==> config.mk <==
export PLATFORM = sky130hd
export DESIGN_NAME = vga_scan_ctrl
export DESIGN_NICKNAME = d
export VERILOG_FILES = /design/src/rtl/vga_scan_ctrl.sv
export SDC_FILE = /design/constraint.sdc
export NUM_CORES = 1
export LEC_CHECK = 0
export BUFFER_PORTS_ARGS = -buffer_cell sky130_fd_sc_hd__buf_2
export CAP_MARGIN = 25
export CORE_UTILIZATION = 60
export DETAILED_ROUTE_END_ITERATION = 8
export PLACE_DENSITY = 0.9
export SYNTH_ARGS = -nofsm -noshare
export SYNTH_HDL_FRONTEND = slang
export SYNTH_SLANG_ARGS = --single-unit
==> constraint.sdc <==
create_clock -name clk -period 4.05 [get_ports clk]
set_input_delay 0.2025 -clock clk [delete_from_list [all_inputs] [get_ports clk]]
set_output_delay 0.2025 -clock clk [all_outputs]
set_load 0.02 [all_outputs]
==> src/rtl/vga_scan_ctrl.sv <==
// Raster scan timing for the snake-game VGA path: issues the board RAM block
// address from the counters and re-times position/sync to line up with RAM data.
module vga_scan_ctrl #(
  parameter int H_ACTIVE  = 640,
  parameter int H_FP      = 16,
  parameter int H_SYNC    = 96,
  parameter int H_BP      = 48,
  parameter int V_ACTIVE  = 480,
  parameter int V_FP      = 10,
  parameter int V_SYNC    = 2,
  parameter int V_BP      = 33,
  parameter int BLK_SHIFT = 4,
  parameter int BOARD_W   = 40
) (
  input  logic        clk,
  input  logic        rstn,
  input  logic        pix_ce,
  output logic [10:0] blk_addr,
  output logic [9:0]  x_ptr,
  output logic [9:0]  y_ptr,
  output logic        valid,
  output logic        hs,
  output logic        vs,
  output logic        frame_start
);

  localparam int H_TOTAL = H_ACTIVE + H_FP + H_SYNC + H_BP;
  localparam int V_TOTAL = V_ACTIVE + V_FP + V_SYNC + V_BP;
  localparam logic [9:0] H_LAST = 10'(H_TOTAL - 1);
  localparam logic [9:0] V_LAST = 10'(V_TOTAL - 1);
  localparam logic [9:0] H_VIS  = 10'(H_ACTIVE);
  localparam logic [9:0] V_VIS  = 10'(V_ACTIVE);
  localparam logic [9:0] HS_BEG = 10'(H_ACTIVE + H_FP);
  localparam logic [9:0] HS_END = 10'(H_ACTIVE + H_FP + H_SYNC - 1);
  localparam logic [9:0] VS_BEG = 10'(V_ACTIVE + V_FP);
  localparam logic [9:0] VS_END = 10'(V_ACTIVE + V_FP + V_SYNC - 1);

  logic [9:0]  r_h_cnt, r_v_cnt;
  logic        w_h_last, w_v_last;
  logic        w_vis, w_hs0, w_vs0, w_fs0;
  logic [9:0]  w_row, w_col;
  logic [10:0] w_row_base;
  logic [9:0]  r_x, r_y;
  logic        r_valid, r_hs, r_vs, r_fs;

  assign w_h_last = (r_h_cnt == H_LAST);
  assign w_v_last = (r_v_cnt == V_LAST);

  always_ff @(posedge clk or negedge rstn) begin
    if (!rstn) begin
      r_h_cnt <= '0;
      r_v_cnt <= '0;
    end else if (pix_ce) begin
      if (w_h_last) begin
        r_h_cnt <= '0;
        r_v_cnt <= w_v_last ? '0 : r_v_cnt + 10'd1;
      end else begin
        r_h_cnt <= r_h_cnt + 10'd1;
      end
    end
  end

  // Stage-0 decode, evaluated on the counters themselves
  assign w_vis = (r_h_cnt < H_VIS) && (r_v_cnt < V_VIS);
  assign w_hs0 = !((r_h_cnt >= HS_BEG) && (r_h_cnt <= HS_END));
  assign w_vs0 = !((r_v_cnt >= VS_BEG) && (r_v_cnt <= VS_END));
  assign w_fs0 = (r_h_cnt == '0) && (r_v_cnt == '0);

  assign w_row = r_v_cnt >> BLK_SHIFT;
  assign w_col = r_h_cnt >> BLK_SHIFT;

  // 40 = 32 + 8, so the row stride is two shifts and an add
  generate
    if (BOARD_W == 40) begin : g_row40
      assign w_row_base = (11'(w_row) << 5) + (11'(w_row) << 3);
    end else begin : g_rowmul
      assign w_row_base = 11'(w_row) * 11'(BOARD_W);
    end
  endgenerate

  assign blk_addr = w_vis ? (w_row_base + 11'(w_col)) : '0;

  // Stage 1: one pix_ce behind the counters, matching the RAM read latency
  always_ff @(posedge clk or negedge rstn) begin
    if (!rstn) begin
      r_x     <= '0;
      r_y     <= '0;
      r_valid <= 1'b0;
      r_hs    <= 1'b1;
      r_vs    <= 1'b1;
      r_fs    <= 1'b0;
    end else if (pix_ce) begin
      r_x     <= r_h_cnt;
      r_y     <= r_v_cnt;
      r_valid <= w_vis;
      r_hs    <= w_hs0;
      r_vs    <= w_vs0;
      r_fs    <= w_fs0;
    end
  end

  assign x_ptr       = r_x;
  assign y_ptr       = r_y;
  assign valid       = r_valid;
  assign hs          = r_hs;
  assign vs          = r_vs;
  assign frame_start = r_fs;

endmodule

==> results_dict.tcl <==
set metrics [dict create \
    fin_setup_tns_ps 0 \
    crit_path_start_kind "register" \
    cts_root_buf "clkbuf_8" \
    dr_total_vias 1767 \
    post_drt_wl_per_cell_um 15.2 \
    syn_inst 220 \
    worst_pin_slew_ps 929 \
    path_class "register to output pin" \
    die_area_mm2 0.00425 \
    setup_ws_ps 1010 \
    layout.nets 275 \
    io_pins 38 \
    grt-ovfl-total 0 \
    clockBufferDepth 2 \
    finalSetupViolCount 0 \
    antenna_found_initial 0 \
    path_clk_slew_ps 80 \
    wl_mm 4.61 \
    hold_viol_final 0 \
    cts_tree "done" \
    ys_types 46 \
    grt_use_total_pct 24.7 \
    drive_gt1_share_pct 30.9 \
    power_leakage_uw 0.00132 \
    core_area_mm2 0.00374 \
    drtPass1Iterations 4 \
    comb_power_share_pct 18.6 \
    std_cell_rows 22 \
    finClkSkew_ps 5.86 \
    globalplace.congestion 0.846 \
    hold_buffers 0 \
    rsz0062_at_grt "false" \
    drc 0 \
    required_ps 3850 \
    port_buffers 37 \
    maxCapViolCount 0 \
    top_usage_layer "met2" \
    mappedNetlistNets 240 \
    clkLatencyLatePin_ps 300 \
    area_growth_pct 12.7 \
    synth_area_mm2 0.00239 \
    slew-limit-headroom_pct 38.0 \
    status "complete, no violations" \
    fin_crit_ps 3040 \
    met3_usage_pct 6.42 \
    regToRegSetupSlack_ps 2060 \
    grt_pass1_vias 1720 \
    synth_area_per_cell_um2 10.9 \
    instances_no_fill 304 \
    seq_area_frac_synth_pct 46.1 \
    synth_ff_type "dfrtp_1" \
    grt_use_met1_pct 32.3 \
    die_w_um 65.2 \
    grt_pass1_wl_mm 7.85 \
    end_kind "output pin" \
    yosys_warnings 0 \
    design_area_mm2 0.00270 \
    worstPathMaxFanout 9 \
    clock-sinks 44 \
    cts_made_buffers 5 \
    clkPwrFrac_pct 30.0 \
    post_cts_resized 0 \
    antennaDiodeCount 0 \
    fin_crit_sh_pct 75.2 \
    mostFrequentLayoutCells "42 x dfrtp_1, 37 x buf_2, 21 x mux2_2, 17 x o21ai_0" \
    slew_viol_final 0 \
    synth-seq-cells 44 \
    grt_max_degree 45 \
    crit_start "r_v_cnt[4]$_DFFE_PN0P_" \
    die_h_um 65.2 \
    dp_cells 296 \
    arrival_ps 2840 \
    drt_iter0_drc 58 \
    r2r-start "r_h_cnt[0]$_DFFE_PN0P_" \
    ant_nets 0 \
    seq_power_share_pct 51.5 \
    dp_slack_ps 1360 \
    power.density_mw_per_mm2 410 \
    fmax_mhz 328 \
    finalPower_uw 1110 \
    post_cts_buffers 0 \
    avgViaCountPerCell 5.81 \
    layout_commonest_cell "dfrtp_1" \
    initial_core_util_pct 64.0 \
    vdd_drop_max_mv 0.486 \
    use_met2_pct 39.9 \
    async_reset_ff_share_pct 100 \
    p_int_uw 775 \
    hp-class "input pin to asynchronous set/reset pin" \
    synth_edf_count 0 \
    placed_area_mm2 0.00259 \
    switching_share_pct 30.0 \
    dp_hpwl_mm 3.32 \
    htree_levels 2 \
    p_sw_uw 332 \
]
==> path summary, 6_finish.rpt <==
path	endpoint	cells past startpoint
max in group asynchronous	y_ptr[2]$_DFFE_PN0P_	1
min in group clk	r_h_cnt[1]$_DFFE_PN0P_	3
hold reg to reg	y_ptr[2]$_DFFE_PN0P_	1
setup / recovery	blk_addr[9]	9
hold / removal	x_ptr[1]$_DFFE_PN0P_	1
setup reg to reg	r_v_cnt[3]$_DFFE_PN0P_	5
==> critical path, stage by stage, from the launching register on <==
cell and delay [ps]:
dfrtp_1 500, inv_1 140, fa_1 590, inv_1 60, ha_1 300, a211oi_1 70, o21a_1 200, or4_1 470
nand2_1 70, buf_2 160
==> power by group through the flow <==
stage	sequential [µW]	clock, µW	combinational, µW
2_1_floorplan	592	0	122
3_3_place_gp	572	0	197
3_5_place_dp	578	0	207
4_1_cts	569	339	208
5_1_grt	579	354	226
6_report	570	332	206
==> per-layer routing <==
metal | share of wire, % | vias to the layer above | wire length, µm
li1 | - | 855 | -
met1 | 46 | 856 | 2140
met5 | 0 | - | 0
met4 | 1.3 | 0 | 59
met2 | 47 | 50 | 2180
met3 | 5.1 | 6 | 236
==> cells in the mapped netlist, types with 2 or more instances <==
library cell   n  area, µm²
dfrtp_1       42       1050
mux2_2        21        236
o21ai_0       17       85.1
ha_1          15        188
inv_1         15       56.3
nand3_1       10       50.1
nor2_1        10       37.5
nand2_1        9       33.8
xnor2_1        5       43.8
xor2_1         5       43.8
and2_1         4       25.0
clkbuf_1       4       15.0
nand4_1        4       25.0
nor3_1         4       20.0
a21oi_1        3       15.0
and3_1         3       18.8
and4_1         3       26.3
nor2b_1        3       18.8
o21a_1         3       22.5
o31ai_1        3       22.5
a211oi_1       2       15.0
a31oi_1        2       12.5
buf_4          2       15.0
clkbuf_2       2       10.0
dfstp_2        2       52.6
fa_1           2       40.0
nor4_1         2       12.5
o31a_1         2       17.5
o32a_1         2       20.0
or3_1          2       12.5
or3_4          2       22.5
==> cell type report <==
| type | count | area, µm² |
|---|---|---|
| clock buffer | 5 | 68.8 |
| sequential | 44 | 1100 |
| fill | 283 | 1040 |
| multi-input combinational | 152 | 1180 |
| timing repair buffer | 37 | 185 |
| tap | 48 | 60.1 |
| clock inverter | 3 | 42.5 |
| inverter | 15 | 56.3 |
==> registers in the layout (all words and copies together) (netlist names) <==
signal and cells:
valid 1, vs 1, frame_start 1, y_ptr 10, hs 1, x_ptr 10, r_v_cnt 10, r_h_cnt 10
==> kinds of logic after synthesis <==
logic type / count (synthesis) / synth area share (%)
AND/OR/NAND/NOR: 67 / 16.6
AO/OA/AOI/OAI: 37 / 9.82
buffers and inverters: 24 / 4.49
flip-flops: 44 / 46.1
XOR/XNOR: 10 / 3.66
multiplexers: 21 / 9.87
adder cells (fa/ha/maj): 17 / 9.51
==> per-stage QoR <==
step                hold slack, ps  utilization (%)
floorplan                    -93.1                -
global placement               405             69.2
detailed placement             392             69.2
CTS                           62.9             72.1
global route                   112             72.1
finish                        31.1             72.1
No activity file was read; power rests on OpenSTA's default activity.
